==> src/rtl/collatz_engine_if.sv <==
// rtl/collatz_engine_if.sv - start/ready handshake and result bundle for the Collatz engine
interface collatz_engine_if #(
    parameter int WIDTH      = 16,
    parameter int STEP_WIDTH = 16
);
    logic                  start;
    logic [WIDTH-1:0]      seed;
    logic                  ready;
    logic                  busy;
    logic                  done;
    logic [STEP_WIDTH-1:0] steps;
    logic [WIDTH-1:0]      peak;
    logic [WIDTH-1:0]      cur_value;
    logic [1:0]            status;

    modport master (
        output start, seed,
        input  ready, busy, done, steps, peak, cur_value, status
    );

    modport slave (
        input  start, seed,
        output ready, busy, done, steps, peak, cur_value, status
    );
endinterface

==> src/rtl/collatz_engine.sv <==
// rtl/collatz_engine.sv - one Collatz step per clock with step count, peak and termination status
module collatz_engine #(
    parameter int WIDTH      = 16,
    parameter int STEP_WIDTH = 16
) (
    input  logic            clk,
    input  logic            reset,
    collatz_engine_if.slave bus
);
    typedef enum logic [1:0] {
        S_IDLE = 2'd0,
        S_RUN  = 2'd1,
        S_DONE = 2'd2
    } state_t;

    localparam logic [1:0] ST_OK       = 2'b00;
    localparam logic [1:0] ST_ZERO     = 2'b01;
    localparam logic [1:0] ST_OVERFLOW = 2'b10;
    localparam logic [1:0] ST_TIMEOUT  = 2'b11;

    state_t                state_q, state_d;
    logic [WIDTH-1:0]      cur_q, cur_d;
    logic [WIDTH-1:0]      peak_q, peak_d;
    logic [STEP_WIDTH-1:0] steps_q, steps_d;
    logic [1:0]            status_q, status_d;

    logic [WIDTH+1:0]      n_ext;
    logic [WIDTH+1:0]      triple;
    logic                  odd_overflow;
    logic [WIDTH-1:0]      next_val;

    // 3n+1 carried two bits wide so any bit above WIDTH-1 flags overflow
    assign n_ext        = {2'b00, cur_q};
    assign triple       = (n_ext << 1) + n_ext + (WIDTH+2)'(1);
    assign odd_overflow = |triple[WIDTH+1:WIDTH];
    assign next_val     = cur_q[0] ? triple[WIDTH-1:0] : (cur_q >> 1);

    always_ff @(posedge clk) begin
        if (reset) begin
            state_q  <= S_IDLE;
            cur_q    <= '0;
            peak_q   <= '0;
            steps_q  <= '0;
            status_q <= ST_OK;
        end else begin
            state_q  <= state_d;
            cur_q    <= cur_d;
            peak_q   <= peak_d;
            steps_q  <= steps_d;
            status_q <= status_d;
        end
    end

    always_comb begin
        state_d  = state_q;
        cur_d    = cur_q;
        peak_d   = peak_q;
        steps_d  = steps_q;
        status_d = status_q;
        unique case (state_q)
            S_IDLE: begin
                if (bus.start) begin
                    cur_d    = bus.seed;
                    peak_d   = bus.seed;
                    steps_d  = '0;
                    status_d = ST_OK;
                    state_d  = S_RUN;
                end
            end
            S_RUN: begin
                if (cur_q == '0) begin
                    status_d = ST_ZERO;
                    state_d  = S_DONE;
                end else if (cur_q == WIDTH'(1)) begin
                    status_d = ST_OK;
                    state_d  = S_DONE;
                end else if (&steps_q) begin
                    status_d = ST_TIMEOUT;
                    state_d  = S_DONE;
                end else if (cur_q[0] && odd_overflow) begin
                    status_d = ST_OVERFLOW;
                    state_d  = S_DONE;
                end else begin
                    cur_d   = next_val;
                    steps_d = steps_q + STEP_WIDTH'(1);
                    if (next_val > peak_q) begin
                        peak_d = next_val;
                    end
                end
            end
            S_DONE: begin
                state_d = S_IDLE;
            end
            default: begin
                state_d = S_IDLE;
            end
        endcase
    end

    assign bus.ready     = (state_q == S_IDLE);
    assign bus.busy      = (state_q == S_RUN);
    assign bus.done      = (state_q == S_DONE);
    assign bus.steps     = steps_q;
    assign bus.peak      = peak_q;
    assign bus.cur_value = cur_q;
    assign bus.status    = status_q;
endmodule
==> src/flat_wrapper.sv <==
// flat-port wrapper written by rule: the top's interface ports become plain ports
module collatz_engine_flat 
#(
    parameter int WIDTH      = 16,
    parameter int STEP_WIDTH = 16
)
  (clk, reset, bus_start, bus_seed, bus_ready, bus_busy, bus_done, bus_steps, bus_peak, bus_cur_value, bus_status);
  collatz_engine_if #(.WIDTH(WIDTH), .STEP_WIDTH(STEP_WIDTH)) bus_i ();
  input  logic clk;
  input  logic reset;
  input wire logic [$bits(bus_i.start)-1:0] bus_start;
  input wire logic [$bits(bus_i.seed)-1:0] bus_seed;
  output wire logic [$bits(bus_i.ready)-1:0] bus_ready;
  output wire logic [$bits(bus_i.busy)-1:0] bus_busy;
  output wire logic [$bits(bus_i.done)-1:0] bus_done;
  output wire logic [$bits(bus_i.steps)-1:0] bus_steps;
  output wire logic [$bits(bus_i.peak)-1:0] bus_peak;
  output wire logic [$bits(bus_i.cur_value)-1:0] bus_cur_value;
  output wire logic [$bits(bus_i.status)-1:0] bus_status;
  assign bus_i.start = bus_start;
  assign bus_i.seed = bus_seed;
  assign bus_ready = bus_i.ready;
  assign bus_busy = bus_i.busy;
  assign bus_done = bus_i.done;
  assign bus_steps = bus_i.steps;
  assign bus_peak = bus_i.peak;
  assign bus_cur_value = bus_i.cur_value;
  assign bus_status = bus_i.status;
  collatz_engine #(.WIDTH(WIDTH), .STEP_WIDTH(STEP_WIDTH)) u_core (.clk(clk), .reset(reset), .bus(bus_i));
endmodule
==> config.mk <==
export PLATFORM = sky130hd
export DESIGN_NAME = collatz_engine_flat
export DESIGN_NICKNAME = d
export VERILOG_FILES = /design/src/rtl/collatz_engine_if.sv /design/src/rtl/collatz_engine.sv /design/src/flat_wrapper.sv
export SDC_FILE = /design/constraint.sdc
export NUM_CORES = 1
export LEC_CHECK = 0
export BUFFER_PORTS_ARGS = -buffer_cell sky130_fd_sc_hd__buf_2
export CAP_MARGIN = 20
export CORE_MARGIN = 5
export CORE_UTILIZATION = 52
export DETAILED_ROUTE_END_ITERATION = 12
export GPL_ROUTABILITY_DRIVEN = 0
export PLACE_DENSITY = 0.78
export SLEW_MARGIN = 10
export SYNTH_ARGS = -nofsm -noshare
export SYNTH_HDL_FRONTEND = slang
export SYNTH_SLANG_ARGS = --single-unit
==> constraint.sdc <==
create_clock -name clk -period 3.7 [get_ports clk]
set_clock_uncertainty 0.2 [all_clocks]
set_input_delay 0.74 -clock clk [delete_from_list [all_inputs] [get_ports clk]]
set_output_delay 0.74 -clock clk [all_outputs]
set_load 0.005 [all_outputs]
# Word-level counts from Yosys, hierarchy flattened
# Cells that the tools add are included.
word_totals:
  reg_bits: 52
  in_bits: 19
  elab_cells: 59
classes:
  add_sub_neg: 3
  n_lt_le_gt_ge: 1
  eq_ne: 10
  mux: 30
  reduce_logical: 10
ops:
  columns: ["op", "count"]
  rows:
  - ["two-way mux 16 bit", 16]
  - ["case mux 16 bit (2 select lines)", 3]
  - ["adder 17 x 16 -> 18 bit", 1]
  - ["adder 18 x 1 -> 18 bit, second input constant", 1]
  - ["two-way mux 2 bit", 9]
  - ["adder 16 x 1 -> 16 bit, second input constant", 1]
  - ["equality test 16 x 1 -> 1 bit, second input constant", 1]
  - ["greater-than comparator 16 bit", 1]
  - ["zero test 16 bit", 1]
  - ["AND reduction 16 bit", 1]
  - ["!= test 2 bit, second input constant", 5]
  - ["case mux 2 bit (2 select lines)", 2]
  - ["AND reduction 7 bit", 1]
  - ["AND reduction 6 bit", 1]
  - ["!= test 5 x 1 -> 1 bit, second input constant", 1]
  - ["AND reduction 3 bit", 1]
  - ["equality test 2 x 1 -> 1 bit, second input constant", 1]
  - ["equality test 2 bit, second input constant", 1]
  - ["zero test 2 bit", 1]
  - ["!= test 2 x 1 -> 1 bit, second input constant", 1]
  - ["AND reduction 2 bit", 1]
  - ["nonzero test 2 bit", 1]
  - ["OR reduction 2 bit", 1]
  - ["logical AND 1 bit", 1]

# Logic depth before layout (Yosys ltp)
# Gate-level depths: netlist of run 1.
depth:
  depth_word: 10
  depth_mapped: 19
  mapped_depth_nobuf: 17

# Worst setup path after synthesis of run 1
# OpenSTA, ideal clock, no wires.
synth_timing:
  path_type: "register to register"
  start: "register u_core.cur_q[0] (netlist: u_core.bus.cur_value[0])"
  end: "register u_core.peak_q[7] (netlist: u_core.bus.peak[7])"
  setup_time_ns: 0.070
  arrival_time_ns: 3.667
  required_time_ns: 3.430
  slack_ns: -0.237
  path_stages_with_launch: 18
  path_buffers: 1
  period_less_slack_ns: 3.937
  cell_sequence: "dfxtp_1 -> clkinv_1 -> ha_1 -> nand4_1 -> o221ai_1 -> a221oi_1 -> xnor2_1 -> nand2_1 -> o21ai_0 -> ha_1 -> nand3_1 -> nor3_1 -> o31ai_1 -> a221oi_1 -> a21boi_2 -> clkbuf_1 -> o21ai_0 -> a21oi_1"
synth_between:
  elab_chain_cells: 9
synth_rtl:
  columns: ["item", "line_no", "rtl"]
  rows:
  - ["from (decl)", "collatz_engine.sv:22", "logic [WIDTH-1:0] cur_q, cur_d;"]
  - ["from (signal assigned)", "collatz_engine.sv:47", "cur_q <= cur_d;"]
  - ["branches (longest 9 deep; another with adder 17 x 16 -> 18 bit)", null, null]
  - ["to (signal assigned)", "collatz_engine.sv:48", "peak_q <= peak_d;"]
  - ["to (decl)", "collatz_engine.sv:23", "logic [WIDTH-1:0] peak_q, peak_d;"]
# Parallel ways; which one is timed is not known. The select of a mux whose other input is x is not followed.
# A chain may end at the register's enable or synchronous reset.

# Final worst setup path of run 1
layout_timing:
  start: "register u_core.cur_q[2] (netlist: u_core.bus.cur_value[2])"
  end: "register u_core.peak_q[6] (netlist: u_core.bus.peak[6])"
# Same word-level chain as after synthesis.

==> flow_summary_export.csv, run 1 <==
group,metric,value,unit
yosys,synthArstFlopShare,0,
yosys,synth_compound_area_frac,0.2248,
clock_tree,cts_inserted_buffers,5,
place,io_buffer_count,71,
worst_hold_path,min_path_cells,2,
yosys,syn-cell-area,4079,µm²
global_route,grt_max_degree,42,
timing,setup_tns,-5.083,ns
worst_hold_path,min_to,"u_core.bus.peak[2]",
floorplan,die_w,98.57,µm
pwr,power_density,527.9,nW/µm²
place,dp_hpwl,9.490,mm
floorplan,pin_count,72,
routing,wl_met2,6.432,mm
worst_setup_path,criticalPathCategory,"register to register",
finish,drive_above_1_share,0.3493,
run_status,violations,"negative setup slack",
clock_tree,tritoncts,"yes",
routing,antenna_left,0,
timing,fmax,247.4,MHz
timing,fin_crit_sh,1.092,
floorplan,dieArea,9715,µm²
worst_setup_path,reg2reg_from,"u_core.bus.cur_value[2]",
clock_tree,ctsLongestPathBuffers,2,
worst_hold_path,hp-class,"register to register",
finish,area_delta_synth_final,36.14,%
finish,layout.nets,711,
worst_setup_path,reg2reg_to,"u_core.bus.peak[6]",
pwr,total_power,2.931,mW
finish,num_antenna_cells,0,
worst_setup_path,start_kind,"register",
yosys,yosys.area_share.simple,0.2003,
worst_setup_path,required,3.68,ns
yosys,synth_cell_types,59,
floorplan,core,7687,µm²
routing,route.top_layer_used,"met4",
finish,ff_latch_area,1072,µm²
timing,slew_violations,0,
global_route,grtUsageTotal,0.2722,
timing,finalSetupViolCount,16,
yosys,synth_ff_type,"dfxtp_1",
routing,drt_iter0_markers,544,
run_status,outcome,"finished with violations",
yosys,synthTopCellsByArea,"dfxtp_1 26%, ha_1 14%, mux2i_1 7.1%",
yosys,muxShareOfSynthArea,0.07669,
routing,firstDrtPassIters,6,
floorplan,start_util,0.5306,
yosys,synth_top_area_cell,"dfxtp_1",
yosys,yosysSeqAreaShare,0.2552,
worst_setup_path,ff2ff_path_depth,17,
routing,wl_met1,5.674,mm
worst_setup_path,crit_path_end_kind,"register",
worst_setup_path,arrival,4.02,ns
global_route,antenna_found_initial,0,
routing,dr_wl_met3,1.307,mm
global_route,grt-ovfl-total,0,
timing,rsz0062_at_grt,"true",
timing,fin_crit,4.042,ns
yosys,synthesis.nets,587,
timing,hold_viol,0,
worst_setup_path,crit_path_max_fanout,7,
timing,finalWorstSetupSlack,-0.3422,ns
routing,wl_per_cell,18.99,µm
yosys,synthAdderAreaFrac,0.1429,
yosys,yosysWarnings,0,
yosys,synth_cells,522,
worst_setup_path,startpoint,"u_core.bus.cur_value[2]",
clock_tree,clk_pin_slew,0.11,ns
worst_setup_path,rrSetupSlack,-0.34,ns
routing,wirelength,14.23,mm
floorplan,fp.dieH,98.57,µm
worst_hold_path,min_from,"u_core.bus.peak[2]",
pwr,ir_worst_vdd,0.0002900,V
yosys,synth_top_family_by_area,"compound AO/OA/AOI/OAI gates",
routing,vias,4636,
yosys,ys_ff_latch,52,
yosys,synth-xor-area-share,0.03221,
global_route,grt_pass1_wl,21.79,mm
floorplan,row_count,32,
finish,final_common_cell,"buf_2",
yosys,synth-edff-count,0,
clock_tree,ctsHoldBuffers,0,
job,cap_violations,0,
clock_tree,h-tree-depth,2,
global_route,grt_pass1_vias,4342,
routing,viasPerCell,6.190,
finish,nFillCells,565,
pwr,p_leak,2.574,nW
clock_tree,clockRootBuffer,"clkbuf_8",
clock_tree,insertion_delay,0.33,ns
yosys,synth_top_area_frac,0.2552,
timing,slew_headroom,0.4428,
timing,tightest_slew,0.8359,ns
routing,drc_errors,0,
clock_tree,clock_sinks,52,
yosys,syn_avg_cell_area,7.814,µm²
finish,layout_common_cells,"71 x buf_2, 65 x buf_4, 45 x nand2_1",
finish,multi_input_area,3159,µm²
[logic make-up (layout without fill, tap and decap cells)]
kind of cell / after synthesis / count (layout)
xor gates and xnor gates: 15 / 15
muxes: 31 / 31
and+or+nand+nor: 171 / 171
AOI/OAI and AO/OA: 136 / 136
DFF: 52 / 52
buffers and inverters: 71 / 196
adders and majority gates: 46 / 46
[report_power, final]
part,switching (mW),total (mW),internal [mW]
combinational,0.992,1.82,0.832
clock,0.228,0.365,0.137
sequential,0.0941,0.742,0.648
total,1.31,2.93,1.62
[how the worst max path moves through the flow]
stage,endpoint,slack [ns],depth (start not counted)
2_1_floorplan,u_core.bus.peak[10],0.005,18
3_5_place_dp,u_core.bus.peak[3],-0.46,16
4_1_cts,u_core.bus.peak[7],-0.06,17
5_1_grt,u_core.bus.peak[1],-0.43,17
3_3_place_gp,u_core.bus.peak[15],-0.27,16
6_report,u_core.bus.peak[6],-0.34,17
[cells in the mapped netlist, drive strengths merged, types with 3 or more instances]
master  instances
nor2b           3
xnor2          13
nand4          14
a21bo           3
o21ai          34
inv            45
ha             45
a211oi         11
or3             4
nand2b          3
a221oi          4
nor3           16
and3            8
buf             7
nor2           42
mux2i          29
and2            5
dfxtp          52
a21o           12
nand2          45
a31o            4
clkbuf         18
a21oi          38
and4            4
o21bai          3
o22ai           3
a31oi           4
o211ai          4
nand3          24
[worst max-delay path: stages (launching register included)]
cell and delay, ns:
dfxtp_4 0.38, fa_2 0.42, a21oi_2 0.18, o211ai_1 0.11
a21bo_2 0.24, a31o_4 0.25, xor2_1 0.15, nand2_1 0.10
o21ai_2 0.06, ha_1 0.37, nand3_4 0.10, o21ai_1 0.22
o22ai_1 0.14, a221oi_2 0.34, a21bo_4 0.32, buf_12 0.15
nand3_1 0.07, a21oi_1 0.09
[timing repair]
action	4_1_cts	5_1_grt
setup endpoints to repair	16	16
resized for setup	60	24
buffers inserted	9	2
pin swaps	14	14
[metrics by stage]
stage	std cells	area, µm²	hold slack, ns	utilization	setup WS, ns
3_3_place_gp	730	4985	0.2625	0.6484	-0.2703
3_5_place_dp	730	4985	0.2744	0.6484	-0.4556
4_1_cts	747	5415	0.2908	0.7044	-0.06215
2_1_floorplan	522	4149	0.2638	-	0.004625
5_1_grt	749	5553	0.3119	0.7223	-0.4295
6_report	749	5553	0.2847	0.7223	-0.3422
[cell type report]
cell class,count,share of cell area
inverters,46,0.03132
repair buffers,142,0.1672
well taps,102,0.02298
clock inverters,3,0.004056
flip-flops and latches,52,0.1931
clock buffers,5,0.01239
multi-input cells,399,0.5689
[per-layer routing]
layer,global-route usage,vias to the layer above
met5,0,-
met4,0.1113,0
met3,0.05449,95
met2,0.4587,284
met1,0.3392,2141
li1,-,2116
[flip-flops by register name (all words and copies together), names as in the netlist]
signal and flops:
u_core.bus.steps 16, u_core.state_q 2, u_core.bus.status 2, u_core.bus.cur_value 16, u_core.bus.peak 16
No activity file was read; power rests on OpenSTA's default activity.
==> run 2, diff against run 1 <==
--- a/config.mk
+++ b/config.mk
@@ -8,10 +8,11 @@
 export BUFFER_PORTS_ARGS = -buffer_cell sky130_fd_sc_hd__buf_2
 export CAP_MARGIN = 20
 export CORE_MARGIN = 5
-export CORE_UTILIZATION = 52
+export CORE_UTILIZATION = 53
+export CTS_BUF_LIST = sky130_fd_sc_hd__clkbuf_4 sky130_fd_sc_hd__clkbuf_8
 export DETAILED_ROUTE_END_ITERATION = 12
 export GPL_ROUTABILITY_DRIVEN = 0
-export PLACE_DENSITY = 0.78
+export PLACE_DENSITY = 0.79
 export SLEW_MARGIN = 10
 export SYNTH_ARGS = -nofsm -noshare
 export SYNTH_HDL_FRONTEND = slang
==> constraint.sdc (replaced) <==
create_clock -name clk -period 3.7 [get_ports clk]
set_clock_uncertainty 0.2 [all_clocks]
set_input_delay 0.74 -clock clk [delete_from_list [all_inputs] [get_ports clk]]
set_output_delay 0.74 -clock clk [all_outputs]
set_load 0.1 [all_outputs]
==> run 2 against run 1 <==
The run still ends with negative setup slack left. Critical path depth is the same. Via count shrank 2.1%. Critical path type unchanged. Worst setup slack gained 0.015 ns. Flip-flop and latch count is the same. Worst hold slack gained 0.0091 ns.
==> flow_summary_export.csv, run 2 (synthesis results as in run 1) <==
group,metric,value,unit
run_status,outcome,"finished with violations",
run_status,violations,"negative setup slack",
clock_tree,tritoncts,"yes",
pwr,ir_worst_vdd,0.0004746,V
place,io_buffer_count,71,
worst_setup_path,start_kind,"register",
clock_tree,insertion_delay,0.32,ns
worst_setup_path,crit_path_max_fanout,5,
worst_hold_path,hp-class,"register to register",
finish,final_common_cell,"buf_2",
floorplan,pin_count,72,
floorplan,die_w,97.73,µm
floorplan,dieArea,9550,µm²
worst_setup_path,reg2reg_from,"u_core.bus.cur_value[2]",
timing,slew_violations,0,
worst_setup_path,arrival,4.07,ns
worst_hold_path,min_from,"u_core.bus.peak[10]",
clock_tree,clock_sinks,52,
timing,fin_crit_sh,1.088,
floorplan,core,7607,µm²
timing,rsz0062_at_grt,"true",
finish,layout.nets,701,
global_route,grt_max_degree,42,
finish,fin_cells,739,
timing,finalSetupViolCount,16,
pwr,total_power,3.476,mW
worst_setup_path,criticalPathCategory,"register to register",
finish,layout_common_cells,"71 x buf_2, 56 x buf_4, 43 x nand2_1",
routing,firstDrtPassIters,5,
floorplan,start_util,0.5362,
timing,fmax,248.3,MHz
floorplan,fp.dieH,97.73,µm
pwr,p_leak,2.542,nW
routing,drc_errors,0,
finish,num_antenna_cells,0,
clock_tree,ctsHoldBuffers,0,
clock_tree,clk_pin_slew,0.10,ns
place,place_area,5000,µm²
worst_setup_path,crit_path_end_kind,"register",
global_route,antenna_found_initial,0,
place,dp_cells,715,
global_route,grt-ovfl-total,0,
finish,area_delta_synth_final,34.54,%
timing,fin_crit,4.027,ns
routing,wirelength,13.73,mm
clock_tree,cts_inserted_buffers,5,
timing,worst_hold_slack,0.2938,ns
global_route,grtUsageTotal,0.2737,
worst_setup_path,startpoint,"u_core.bus.cur_value[2]",
floorplan,row_count,32,
finish,drive_above_1_share,0.3516,
finish,nFillCells,562,
routing,vias,4538,
routing,drt_iter0_markers,352,
place,dp_hpwl,9.460,mm
global_route,grt_pass1_vias,4461,
timing,setup_tns,-4.729,ns
worst_setup_path,required,3.74,ns
routing,wl_per_cell,18.58,µm
timing,hold_viol,0,
timing,tightest_slew,1.109,ns
finish,fin_util,0.7214,
clock_tree,h-tree-depth,2,
place,dp_slack,-0.3281,ns
timing,slew_headroom,0.2577,
pwr,power_density,633.4,nW/µm²
job,cap_violations,0,
timing,finalWorstSetupSlack,-0.3268,ns
routing,viasPerCell,6.141,
worst_setup_path,rrSetupSlack,-0.33,ns
finish,final_area,5488,µm²
clock_tree,clockRootBuffer,"clkbuf_8",
global_route,grt_pass1_wl,21.84,mm
routing,antenna_left,0,
clock_tree,ctsLongestPathBuffers,2,
[run 2: cell count changes in the layout (fill, tap and decap cells not counted), sizes merged]
cell    previous run  this run
buf              142       130
clkbuf             5         6
a21bo              3         4
[run 2: power by group]
| group | total [mW] | internal [mW] | switching, mW |
|---|---|---|---|
| sequential | 0.753 | 0.652 | 0.102 |
| combinational | 2.37 | 0.803 | 1.57 |
| clock | 0.352 | 0.136 | 0.215 |
| total | 3.48 | 1.59 | 1.88 |
[run 2: worst max-delay path: stages, from the launching register on]
cell,delay (ns)
dfxtp_4,0.38
fa_2,0.40
a21oi_2,0.17
o211ai_1,0.15
a21bo_2,0.27
a31o_4,0.23
xor2_1,0.14
nand2_1,0.08
o21ai_0,0.12
ha_1,0.38
a41oi_2,0.13
nor2_1,0.15
o22ai_2,0.10
a221oi_2,0.30
a21boi_4,0.35
clkbuf_16,0.20
o21ai_2,0.05
a21oi_1,0.14
[run 2: final timing paths]
check,end,depth (start not counted)
max,u_core.bus.peak[1],17
min,u_core.bus.peak[10],2
max reg2reg,u_core.bus.peak[1],17
min reg2reg,u_core.bus.peak[10],2
[run 2: area by class of cell]
type,instances,area [µm²],share of cell area
clock buffer,5,68.82,0.01254
clock inverter,3,22.52,0.004104
inverter,46,178.9,0.03260
multi-input combinational,400,3152,0.5743
sequential,52,1095,0.1995
tap,102,127.6,0.02326
timing repair buffer,131,843.3,0.1537
[run 2: timing repair]
action	CTS	global route
resized for setup	46	12
gates cloned	2	0
endpoints found under the setup margin	16	16
buffers inserted	12	2
pin swaps	34	13
[run 2: per-layer routing]
metal  share of wire  track usage
met4           0.049       0.1257
met1            0.39       0.3378
met3           0.089      0.04882
met5               0            0
met2            0.47       0.4628
==> run 3, diff against run 2 <==
--- a/config.mk
+++ b/config.mk
@@ -5,14 +5,15 @@
 export SDC_FILE = /design/constraint.sdc
 export NUM_CORES = 1
 export LEC_CHECK = 0
+export ABC_AREA = 1
 export BUFFER_PORTS_ARGS = -buffer_cell sky130_fd_sc_hd__buf_2
 export CAP_MARGIN = 20
 export CORE_MARGIN = 5
-export CORE_UTILIZATION = 53
+export CORE_UTILIZATION = 55
 export CTS_BUF_LIST = sky130_fd_sc_hd__clkbuf_4 sky130_fd_sc_hd__clkbuf_8
 export DETAILED_ROUTE_END_ITERATION = 12
 export GPL_ROUTABILITY_DRIVEN = 0
-export PLACE_DENSITY = 0.79
+export PLACE_DENSITY = 0.78
 export SLEW_MARGIN = 10
 export SYNTH_ARGS = -nofsm -noshare
 export SYNTH_HDL_FRONTEND = slang
==> constraint.sdc (replaced) <==
create_clock -name clk -period 4.6 [get_ports clk]
set_clock_uncertainty 0.2 [all_clocks]
set_input_delay 0.92 -clock clk [delete_from_list [all_inputs] [get_ports clk]]
set_output_delay 0.92 -clock clk [all_outputs]
set_load 0.1 [all_outputs]
==> run 3 against run 2 <==
The run now ends clean. Die area grew 7.4%. Flip-flop and latch count unchanged. Non-clock buffer count decreased by 54. Critical endpoint is now u_core.bus.peak[15].
==> flow_summary_export.csv, run 3 <==
group,metric,value,unit
yosys,synth_top_area_frac,0.2273,
place,dp_hpwl,9.757,mm
yosys,synthTopCellsByCount,"244 x nand2_1, 103 x inv_1, 95 x nor2_1",
yosys,yosysWarnings,0,
floorplan,pin_count,72,
floorplan,dieArea,10250,µm²
worst_hold_path,hp-class,"register to register",
yosys,syn-cell-area,4581,µm²
yosys,synth_ff_type,"dfxtp_1",
worst_setup_path,crit_family,"simple AND/OR/NAND/NOR gates",
yosys,synthesis.nets,827,
floorplan,start_util,0.5603,
worst_setup_path,crit_top_cell,"nand2_1",
timing,fin_crit,3.863,ns
clock_tree,ctsHoldBuffers,0,
yosys,synthArstFlopShare,0,
place,io_buffer_count,71,
yosys,synth_top_area_cell,"dfxtp_1",
worst_setup_path,arrival,3.91,ns
clock_tree,post_cts_buffers,0,
timing,fmax,258.9,MHz
finish,final_common_cell,"nand2_1",
worst_setup_path,rrSetupSlack,0.74,ns
timing,tightest_slew,1.038,ns
yosys,syn_avg_cell_area,6.011,µm²
clock_tree,clk_pin_slew,0.09,ns
timing,slew_violations,0,
clock_tree,h-tree-depth,2,
worst_setup_path,crit_path_max_fanout,17,
worst_setup_path,critPathBufInv,4,
floorplan,core,8175,µm²
routing,drt_iter0_markers,301,
yosys,synthTopCellsByArea,"dfxtp_1 23%, nand2_1 20%, ha_1 12%",
yosys,synth_cell_types,32,
routing,firstDrtPassIters,5,
clock_tree,ctsResizeCount,0,
timing,rsz0062_at_grt,"false",
run_status,outcome,"finished, final reports clean",
worst_setup_path,required,4.65,ns
global_route,grt-ovfl-total,0,
global_route,grt_pass1_wl,21.29,mm
clock_tree,ctsLongestPathBuffers,2,
pwr,ir_worst_vdd,0.0002697,V
yosys,yosysSeqAreaShare,0.2273,
worst_setup_path,critPathMaxStageDelay,0.46,ns
job,cap_violations,0,
timing,setup_tns,0,ns
floorplan,die_w,101.3,µm
global_route,grt_pass1_vias,4736,
routing,vias,4921,
worst_setup_path,crit_path_end_kind,"register",
routing,drc_errors,0,
finish,fin_cells,924,
yosys,synth-edff-count,0,
global_route,antenna_found_initial,0,
finish,num_antenna_cells,0,
finish,drive_above_1_share,0.1331,
finish,layout.nets,885,
routing,antenna_left,0,
clock_tree,tritoncts,"yes",
yosys,yosysMostFrequentCell,"nand2_1",
worst_setup_path,cpMaxStageDelayCell,"dfxtp_1",
finish,layout_common_cells,"244 x nand2_1, 103 x inv_1, 95 x nor2_1",
routing,wl_per_cell,13.80,µm
pwr,power_density,457.0,nW/µm²
clock_tree,clock_sinks,52,
global_route,grtUsageTotal,0.2504,
floorplan,fp.dieH,101.3,µm
timing,fin_crit_sh,0.8397,
clock_tree,insertion_delay,0.31,ns
clock_tree,cts_inserted_buffers,5,
pwr,p_leak,2.784,nW
worst_setup_path,criticalPathCategory,"register to register",
clock_tree,clockRootBuffer,"clkbuf_8",
global_route,grt_max_degree,33,
timing,slew_headroom,0.3073,
floorplan,row_count,33,
timing,hold_viol,0,
yosys,ys_ff_latch,52,
finish,fin_util,0.6191,
finish,area_delta_synth_final,10.49,%
worst_setup_path,start_kind,"register",
timing,finalSetupViolCount,0,
routing,viasPerCell,5.326,
place,dp_cells,918,
routing,wirelength,12.75,mm
yosys,synth_cells,762,
==> run 3: final cells by class <==
class	instances	area, µm²
Tap cell	105	131.4
Timing Repair Buffer	77	400.4
Clock inverter	1	30.03
Multi-Input combinational cell	573	2973
Fill cell	783	3114
Inverter	111	416.7
Sequential cell	52	1041
Clock buffer	5	68.82
==> run 3: report_power, final <==
| part | total (mW) | switching, mW | internal (mW) |
|---|---|---|---|
| Combinational | 1.41 | 1.07 | 0.347 |
| Sequential | 0.588 | 0.0729 | 0.515 |
| Clock | 0.310 | 0.154 | 0.157 |
==> run 3: metrics by stage <==
stage | setup slack (ns) | hold WS, ns | instance area (µm²) | power [mW]
2_1_floorplan | 0.1443 | 0.4510 | 4581 | 1.740
3_3_place_gp | 0.9347 | 0.2799 | 4962 | 1.967
3_5_place_dp | 0.7821 | 0.2884 | 4962 | 1.999
4_1_cts | 0.7476 | 0.3061 | 5061 | 2.308
5_1_grt | 0.3211 | 0.3331 | 5061 | 2.474
6_report | 0.7373 | 0.3083 | 5061 | 2.313
==> run 3: routing by layer <==
layer / global-route usage / up-vias / part of all wire
met4: 0.08180 / 0 / 0.022
met1: 0.3227 / 2238 / 0.44
li1: - / 2504 / -
met3: 0.03375 / 23 / 0.059
met2: 0.4311 / 156 / 0.48
met5: 0 / - / 0
==> run 3: tightest hold or removal path, stage by stage (launching register included) <==
cell     delay, ns
dfxtp_1       0.35
nand2_1       0.07
a21oi_1       0.05
==> run 3: cell families after synthesis <==
logic type	synth area share
simple gates	0.4272
buf+inv	0.1237
compound gates	0.05900
flops	0.2273
fa+ha+maj	0.1273
xor+xnor	0.02677
mux	0.008741
==> run 3: path summary, 6_finish.rpt <==
path	start	to	cells after the start
max	u_core.bus.cur_value[4]	u_core.bus.peak[15]	25
min	u_core.bus.steps[4]	u_core.bus.steps[4]	2
max reg2reg	u_core.bus.cur_value[4]	u_core.bus.peak[15]	25
min reg2reg	u_core.bus.steps[4]	u_core.bus.steps[4]	2
